<file path="src/rtl/ex_muldiv.sv">
// Iterative RV32M multiply/divide unit for the EX stage.
// Radix-2 shift-add multiply and restoring divide, one bit per cycle, on magnitudes with a final sign fix-up.
module ex_muldiv #(
    parameter int XLEN  = 32,
    parameter int CNT_W = 6
) (
    input  logic            clk,
    input  logic            rst,
    input  logic            start,
    input  logic [2:0]      op,
    input  logic [XLEN-1:0] opa,
    input  logic [XLEN-1:0] opb,
    input  logic            flush,
    output logic            stall_req,
    output logic            done,
    output logic [XLEN-1:0] result
);

    typedef enum logic [1:0] {IDLE, CALC, DONE} state_t;

    state_t            state, state_next;
    logic [CNT_W-1:0]  cnt, cnt_next;
    logic [XLEN-1:0]   acc_hi, acc_lo, hi_next, lo_next;
    logic [XLEN-1:0]   mag, mag_next;
    logic [2:0]        op_q, op_next;
    logic              neg_a, neg_b, neg_a_next, neg_b_next;
    logic [XLEN-1:0]   result_next;
    logic              done_next;

    logic              a_signed, b_signed, sa, sb, div_zero, div_ovf;
    logic [XLEN-1:0]   abs_a, abs_b;
    logic [XLEN:0]     mul_sum, div_shift;
    logic [XLEN-1:0]   div_sub, step_hi, step_lo;
    logic              div_ge;
    logic [2*XLEN-1:0] prod_fix;
    logic [XLEN-1:0]   quo_fix, rem_fix, final_val;

    assign stall_req = rst & start & ~done & ~flush;

    // Operand decode on the live inputs; only consumed in IDLE.
    always_comb begin
        a_signed = op[2] ? ~op[0] : (op != 3'b011);
        b_signed = op[2] ? ~op[0] : ~op[1];
        sa       = a_signed & opa[XLEN-1];
        sb       = b_signed & opb[XLEN-1];
        abs_a    = sa ? -opa : opa;
        abs_b    = sb ? -opb : opb;
        div_zero = op[2] && (opb == '0);
        div_ovf  = op[2] && !op[0] && (opa == {1'b1, {(XLEN-1){1'b0}}}) && (opb == '1);
    end

    // One iteration step: mul shifts {hi,lo} right adding mag; div shifts left and trial-subtracts mag.
    always_comb begin
        mul_sum   = {1'b0, acc_hi} + (acc_lo[0] ? {1'b0, mag} : {(XLEN+1){1'b0}});
        div_shift = {acc_hi, acc_lo[XLEN-1]};
        div_ge    = div_shift >= {1'b0, mag};
        div_sub   = div_shift[XLEN-1:0] - mag;
        if (op_q[2]) begin
            step_hi = div_ge ? div_sub : div_shift[XLEN-1:0];
            step_lo = {acc_lo[XLEN-2:0], div_ge};
        end else begin
            step_hi = mul_sum[XLEN:1];
            step_lo = {mul_sum[0], acc_lo[XLEN-1:1]};
        end
        prod_fix = (neg_a ^ neg_b) ? -{step_hi, step_lo} : {step_hi, step_lo};
        quo_fix  = (neg_a ^ neg_b) ? -step_lo : step_lo;
        rem_fix  = neg_a ? -step_hi : step_hi;
        case (op_q)
            3'b000:                 final_val = prod_fix[XLEN-1:0];
            3'b001, 3'b010, 3'b011: final_val = prod_fix[2*XLEN-1:XLEN];
            3'b100, 3'b101:         final_val = quo_fix;
            default:                final_val = rem_fix;
        endcase
    end

    always_comb begin
        state_next  = state;
        cnt_next    = cnt;
        hi_next     = acc_hi;
        lo_next     = acc_lo;
        mag_next    = mag;
        op_next     = op_q;
        neg_a_next  = neg_a;
        neg_b_next  = neg_b;
        result_next = result;
        done_next   = 1'b0;
        case (state)
            IDLE: begin
                if (start && !flush) begin
                    op_next    = op;
                    neg_a_next = sa;
                    neg_b_next = sb;
                    if (div_zero || div_ovf) begin
                        if (div_zero)
                            result_next = op[1] ? opa : '1;
                        else
                            result_next = op[1] ? '0 : {1'b1, {(XLEN-1){1'b0}}};
                        done_next  = 1'b1;
                        state_next = DONE;
                    end else begin
                        hi_next    = '0;
                        lo_next    = op[2] ? abs_a : abs_b;
                        mag_next   = op[2] ? abs_b : abs_a;
                        cnt_next   = '0;
                        state_next = CALC;
                    end
                end
            end
            CALC: begin
                if (flush || !start) begin
                    state_next = IDLE;
                end else begin
                    hi_next  = step_hi;
                    lo_next  = step_lo;
                    cnt_next = cnt + 1'b1;
                    if (cnt == CNT_W'(XLEN-1)) begin
                        result_next = final_val;
                        done_next   = 1'b1;
                        state_next  = DONE;
                    end
                end
            end
            default: state_next = IDLE;
        endcase
    end

    always_ff @(posedge clk or negedge rst) begin
        if (!rst) begin
            state  <= IDLE;
            cnt    <= '0;
            acc_hi <= '0;
            acc_lo <= '0;
            mag    <= '0;
            op_q   <= '0;
            neg_a  <= 1'b0;
            neg_b  <= 1'b0;
            result <= '0;
            done   <= 1'b0;
        end else begin
            state  <= state_next;
            cnt    <= cnt_next;
            acc_hi <= hi_next;
            acc_lo <= lo_next;
            mag    <= mag_next;
            op_q   <= op_next;
            neg_a  <= neg_a_next;
            neg_b  <= neg_b_next;
            result <= result_next;
            done   <= done_next;
        end
    end

endmodule

</file>
<file path="config.mk">
export PLATFORM = sky130hd
export DESIGN_NAME = ex_muldiv
export DESIGN_NICKNAME = d
export VERILOG_FILES = /design/src/rtl/ex_muldiv.sv
export SDC_FILE = /design/constraint.sdc
export NUM_CORES = 1
export LEC_CHECK = 0
export ABC_AREA = 1
export BUFFER_PORTS_ARGS = -buffer_cell sky130_fd_sc_hd__buf_2
export CAP_MARGIN = 20
export CORE_ASPECT_RATIO = 0.9
export CORE_MARGIN = 2
export CORE_UTILIZATION = 53
export CTS_CLUSTER_DIAMETER = 40
export CTS_CLUSTER_SIZE = 12
export DETAILED_ROUTE_END_ITERATION = 7
export MAX_ROUTING_LAYER = met4
export PLACE_DENSITY = 0.71
export SYNTH_ARGS = -nofsm -noshare
export SYNTH_HDL_FRONTEND = slang
export SYNTH_SLANG_ARGS = --single-unit
</file>
<file path="constraint.sdc">
create_clock -name clk -period 4.6 [get_ports clk]
set_input_delay 0.69 -clock clk [delete_from_list [all_inputs] [get_ports clk]]
set_output_delay 0.69 -clock clk [all_outputs]
set_load 0.005 [all_outputs]
</file>
**Word-level counts from Yosys, hierarchy flattened**

Cells that the tools add are included.

- Flip-flop bits (word level): 142
- Input port bits: 71
- Output and inout port bits: 34
- Word-level logic and storage cells: 111

- $add $sub $neg: 8
- Magnitude comparators: 1
- Equality and inequality tests: 16
- Mux-type cells: 44
- Bitwise gates (word level): 11
- Reduce and logical (&&, ||, !) cells: 21

Operators by type and width:

| operator | number |
|---|---|
| 2-to-1 mux 32 bit | 23 |
| one-hot mux 32 bit (2 select lines) | 3 |
| negator 32 bit | 4 |
| one-hot mux 32 bit (3 select lines) | 1 |
| equality test 32 bit (second input constant) | 2 |
| 2-to-1 mux 64 bit | 1 |
| negator 64 bit | 1 |
| adder 32 x 32 -> 33 bit | 1 |
| greater-or-equal comparator 33 x 32 -> 1 bit | 1 |
| zero test 32 bit | 1 |
| subtractor 32 bit | 1 |
| 2-to-1 mux 6 bit | 3 |
| one-hot mux 6 bit (2 select lines) | 1 |
| inequality test 2 bit (second input constant) | 5 |
| 2-to-1 mux 2 bit | 4 |
| adder 6 x 1 -> 6 bit (second input constant) | 1 |
| equality test 3 x 2 -> 1 bit (second input constant) | 2 |
| equality test 3 bit (second input constant) | 2 |
| equality test 6 x 5 -> 1 bit (second input constant) | 1 |
| 2-to-1 mux 1 bit | 6 |
| AND 1 bit | 5 |
| logical AND 1 bit | 5 |
| inverter 1 bit | 5 |
| AND reduction 5 bit | 1 |
| other kinds (17) | 21 |

**Logic depth before layout (Yosys ltp)**

- Depth in word-level cells: 9
- Mapped depth: 35
- Depth with buffers taken out: 34

**Worst setup path after synthesis**

OpenSTA, ideal clock, no wires.

- Path kind: flip-flop to flip-flop
- From: register acc_hi[7]
- To: register result[10]
- Setup time: 0.126 ns
- Data arrival time: 3.672 ns
- Required time: 4.474 ns
- Slack: 0.802 ns
- Cell stages (with the launch flop): 33
- Buffers on the path: 0
- Clock period less this slack: 3.798 ns
- Cell sequence: dfrtp_1 ha_1 nand2_2 inv_1 nand2_1 nand2_1 inv_1 nand3_2 nand2_2 nand2_2 nand3_4 nand3_1 o21ai_2 ha_1 inv_1 nor3_2 nand2_1 nor2_2 nand2_1 nor3_2 inv_2 nor2_2 nand2_1 nor2_1 nand2_1 nor2_2 nand2_1 nand2_1 nand2_1 nand3_1 o21ai_0 o21ai_0 a21oi_1

- Cells in the longest elaborated chain, start to end: 9
- Elaborated cells between the ends (all ways): 16
- Classes of those cells: add/sub: 5; order compare: 1; mux: 10

Ends and longest elaborated chain:

| element | line | text |
|---|---|---|
| start, declared | 23 | `logic [XLEN-1:0] acc_hi, acc_lo, hi_next, lo_next;` |
| start signal, assigned | 142 | `acc_hi <= hi_next;` |
| subtractor 32 bit or greater-or-equal comparator 33 x 32 -> 1 bit (tied branches) | 57, 56 |  |
| 2-to-1 mux 32 bit | 59 | `step_hi = div_ge ? div_sub : div_shift[XLEN-1:0];` |
| 2-to-1 mux 32 bit | 58 | `if (op_q[2]) begin` |
| negator 64 bit or negator 32 bit (tied branches) | 65, 67 |  |
| 2-to-1 mux 64 bit or 2-to-1 mux 32 bit (tied branches) | 65, 67 |  |
| one-hot mux 32 bit (3 select lines) * | 68 | `case (op_q)` |
| 2-to-1 mux 32 bit * | 116 | `if (cnt == CNT_W'(XLEN-1)) begin` |
| 2-to-1 mux 32 bit * | 110 | `if (flush \|\| !start) begin` |
| one-hot mux 32 bit (2 select lines) * | 87 | `case (state)` |
| end signal, assigned | 148 | `result <= result_next;` |
| end, declared | 16 | `output logic [XLEN-1:0] result` |

Mark *: on every way between the ends. The rest lies on a longest branch, timed or not. The select of a mux whose other input is x is not followed.
A chain may end at the register's enable or synchronous reset.

**Worst setup path in the final report**

- From: register mag[9]
- To: register result[30]

- Cells in the longest elaborated chain, start to end: 9
- Elaborated cells between the ends (all ways): 17
- Classes of those cells: add/sub: 5; order compare: 1; mux: 11

Ends and longest elaborated chain:

| element | line | text |
|---|---|---|
| start, declared | 24 | `logic [XLEN-1:0] mag, mag_next;` |
| start signal, assigned | 144 | `mag <= mag_next;` |
| 2-to-1 mux 32 bit (tied with other cells) | 54 | `mul_sum = {1'b0, acc_hi} + (acc_lo[0] ? {1'b0, mag} : {(XLEN+1){1'b0}});` |
| adder 32 x 32 -> 33 bit or 2-to-1 mux 32 bit (tied branches) | 54, 59 |  |
| 2-to-1 mux 32 bit | 58 |  |
| negator 64 bit or negator 32 bit (tied branches) | 65, 67 |  |
| 2-to-1 mux 64 bit or 2-to-1 mux 32 bit (tied branches) | 65, 67 |  |
| one-hot mux 32 bit (3 select lines) * | 68 |  |
| 2-to-1 mux 32 bit * | 116 |  |
| 2-to-1 mux 32 bit * | 110 |  |
| one-hot mux 32 bit (2 select lines) * | 87 |  |

Marks and branches as above.

==> flow_metrics.py <==
metrics = {
    "sta": {
        "tns_ns": 0,
        "max_slew_margin_pct": 36.4,
        "fmax_ghz": 0.228,
        "drv_slew": 0,
        "layout_min_cycle_time_ns": 4.38,
        "finalSetupViolations": 0,
        "hold_viol_final": 0,
        "tightest_slew_ns": 0.952,
        "skew_ns": 0.0170,
        "finalCritPeriodShare_pct": 95.2,
    },
    "worst_hold_path": {
        "hold_class": "primary input to async pin",
    },
    "worst_setup_path": {
        "worstPathArrival_ns": 4.77,
        "crit_path_end_kind": "register",
        "r2r_slack_ns": 0.22,
        "worstSetupPathType": "register to register",
        "r2r_start": "mag[9]$_DFFE_PN0P_",
        "crit_required_ns": 4.99,
        "r2r_end": "result[30]$_DFFE_PN0P_",
        "critPathSlowestCell": "dfrtp_1",
        "crit_fanout": 31,
        "ff2ff_path_depth": 26,
        "crit_family": "simple AND/OR/NAND/NOR gates",
        "cpMostUsedCell": "nand2_1",
        "cp.buffers_inverters": 3,
        "start_kind": "register",
        "max_stage_delay_ns": 0.43,
    },
    "drt": {
        "met1_length_um": 33400,
        "vias": 22000,
        "drc": 0,
        "highest_layer": "met4",
        "ant_nets": 0,
        "routed-wl-met2_um": 31200,
        "wirelength_um": 81100,
        "via_per_inst": 6.18,
        "drtIter0Drc": 3905,
        "met3WireLength_um": 13100,
        "dr.pass1.iters": 6,
        "wl_per_cell_um": 22.7,
    },
    "final_layout": {
        "seq_area_mm2": 0.00356,
        "instances_no_fill": 3565,
        "n_fill_cell": 3309,
        "finalNetCount": 3271,
        "layout-area-overhead-vs-synth_pct": 10.4,
        "final_area_mm2": 0.0194,
        "multiInputGateArea_mm2": 0.0120,
        "layout-drive-gt1-share_pct": 11.2,
    },
    "floorplan": {
        "die_w_um": 196,
        "fp-row-count": 63,
        "core_mm2": 0.0328,
        "die_y_um": 177,
        "die-area_mm2": 0.0346,
        "initial_core_util_pct": 53.5,
        "boundaryPins": 105,
    },
    "power_and_ir_drop": {
        "pwr-share-clk_pct": 17.2,
        "power_frac_comb_pct": 62.5,
        "seqPwrFrac_pct": 20.4,
        "p_total_w": 0.00859,
        "worst_ir_drop_vdd_mv": 0.321,
        "p_leak_nw": 9.98,
        "netSwitchingFraction_pct": 55.0,
        "switchingPower_w": 0.00472,
        "powerDensity_mw_per_mm2": 443,
        "intPower_w": 0.00387,
    },
    "clock_network": {
        "htree_levels": 4,
        "clk_path_buf_depth": 2,
        "numCtsBuffers": 17,
        "cts_tree": "built",
        "cts-root-buf": "clkbuf_16",
        "insertion_delay_ns": 0.47,
        "path_clk_slew_ns": 0.08,
        "clock_sinks": 142,
    },
    "global_route": {
        "grt_pass1_vias": 19200,
        "overflow": 0,
        "grt.total_usage_pct": 47.2,
        "grt_max_degree": 67,
        "grt_antenna_before_repair": 2,
        "grt_pass1_wl_um": 118000,
    },
    "placement": {
        "postPlaceCellArea_mm2": 0.0186,
        "dp_cells": 3527,
        "dpl.hpwl_um": 64700,
        "portBuffers": 104,
        "globalplace.congestion": 1.14,
    },
    "run": {
        "max-cap-violations": 0,
    },
    "synth": {
        "synth-edff-count": 0,
        "synth_fp_nets": 3186,
        "ys_ff_latch": 142,
        "synth_flop_cell": "dfrtp_1",
        "post_synth_mux_area_share_pct": 0.114,
        "synth_simple_gate_area_share_pct": 40.3,
        "synth_top_family_by_area": "simple AND/OR/NAND/NOR gates",
        "syn_area_mm2": 0.0176,
        "async_flop_share_pct": 100,
        "syn_area_per_cell_um2": 5.77,
        "synth_fa_ha_area_share_pct": 5.22,
        "ys_warn_count": 0,
        "synth-xor-area-share_pct": 4.24,
        "synth-compound-area-share_pct": 17.5,
        "yosysSeqAreaShare_pct": 20.2,
        "synth.distinct_cells": 56,
        "netlist_instances": 3043,
    },
    "outcome": {
        "status": "completed",
    },
}
==> how the worst max path moves through the flow <==
stage	start	end	slack, ns	cells after the start
2_1_floorplan	acc_hi[7]$_DFFE_PN0P_	result[10]$_DFFE_PN0P_	0.80	32
3_3_place_gp	acc_hi[23]$_DFFE_PN0P_	result[30]$_DFFE_PN0P_	0.26	33
3_5_place_dp	acc_hi[23]$_DFFE_PN0P_	result[22]$_DFFE_PN0P_	0.18	33
4_1_cts	acc_hi[23]$_DFFE_PN0P_	result[22]$_DFFE_PN0P_	0.15	33
5_1_grt	mag[24]$_DFFE_PN0P_	result[30]$_DFFE_PN0P_	-0.003	34
6_report	mag[9]$_DFFE_PN0P_	result[30]$_DFFE_PN0P_	0.22	26
==> power groups by stage <==
stage | Clock [W] | Combinational, W | Sequential, W
2_1_floorplan | 0 | 0.00331 | 0.00169
3_3_place_gp | 0 | 0.00497 | 0.00173
3_5_place_dp | 0 | 0.00501 | 0.00175
4_1_cts | 0.00146 | 0.00504 | 0.00173
5_1_grt | 0.00150 | 0.00574 | 0.00177
6_report | 0.00147 | 0.00537 | 0.00175
==> what timing repair did <==
item                       in CTS  in global routing
setup endpoints to repair       0                 16
setup buffers                   0                  3
hold buffers                    0                  0
resized for setup               0                 40
==> placed cells by master, fill, tap and decap left out, types with 7 or more instances in the layout <==
cell         n
o211ai_1    36
ha_1        50
nand4_1     39
buf_4       69
or2_2       13
xnor2_1     20
nor4_1       7
a21oi_2      7
inv_1      422
nand3_2     16
o21ai_0    213
nand3b_1    13
buf_2      103
nor3_1      38
o21a_1       7
ha_2        16
o21ai_1     16
xor2_1      65
nand3_1    231
a31oi_1     24
nor2_1     374
o31ai_1      9
inv_2        7
o22ai_1     29
a21oi_1    166
dfrtp_1    141
clkbuf_16   17
nand2_1    840
nand2_2     33
nor2_2      29
o21bai_1    12
==> final cells by class <==
class	instances	area share, %
inverter	434	8.40
tap	422	2.72
timing repair buffer	176	5.70
antenna	2	0.0258
multi-input combinational	2357	61.8
sequential	142	18.3
clock buffer	17	2.19
clock inverter	15	0.787
==> sequential cells by signal, indices dropped and copies added, names as in the netlist <==
register and count:
result 32, state 2, cnt 6, acc_lo 32, acc_hi 32, done 1, neg_b 1, neg_a 1
mag 32, op_q 3
==> Yosys cell counts (all sizes together) (24+ instances only) <==
cell type  number  area [µm²]
ha             70         876
inv           430        1610
nand4          40         265
buf            51         315
o21ai         233        1180
nor3           44         257
nor2          408        1620
dfrtp         142        3550
nand3         249        1350
a31oi          24         150
a21oi         173         885
clkbuf         59         225
nand2         873        3340
o211ai         36         270
o22ai          29         181
xor2           65         569
==> cells by family after synthesis <==
| family | count (synthesis) |
|---|---|
| mux | 2 |
| compound gates | 547 |
| buf+inv | 544 |
| flops | 142 |
| xor+xnor | 85 |
| simple gates | 1651 |
| fa+ha+maj | 72 |
==> through the flow <==
step	setup slack [ns]	hold WS [ns]	utilization, %
final	0.219	0.149	59.1
after global routing	-0.00337	0.179	59.1
after CTS	0.154	0.161	58.6
after detailed placement	0.179	0.490	56.8
after global placement	0.258	0.470	56.8
after floorplan	0.802	0.394	-
==> per-layer routing <==
layer  GRT usage [%]  vias to the layer above
met5               -                        -
met4            17.6                        0
met3            16.5                      214
met2            61.7                     1765
met1            66.0                    10100
li1                -                     9995
(Power assumes the default switching activity.)
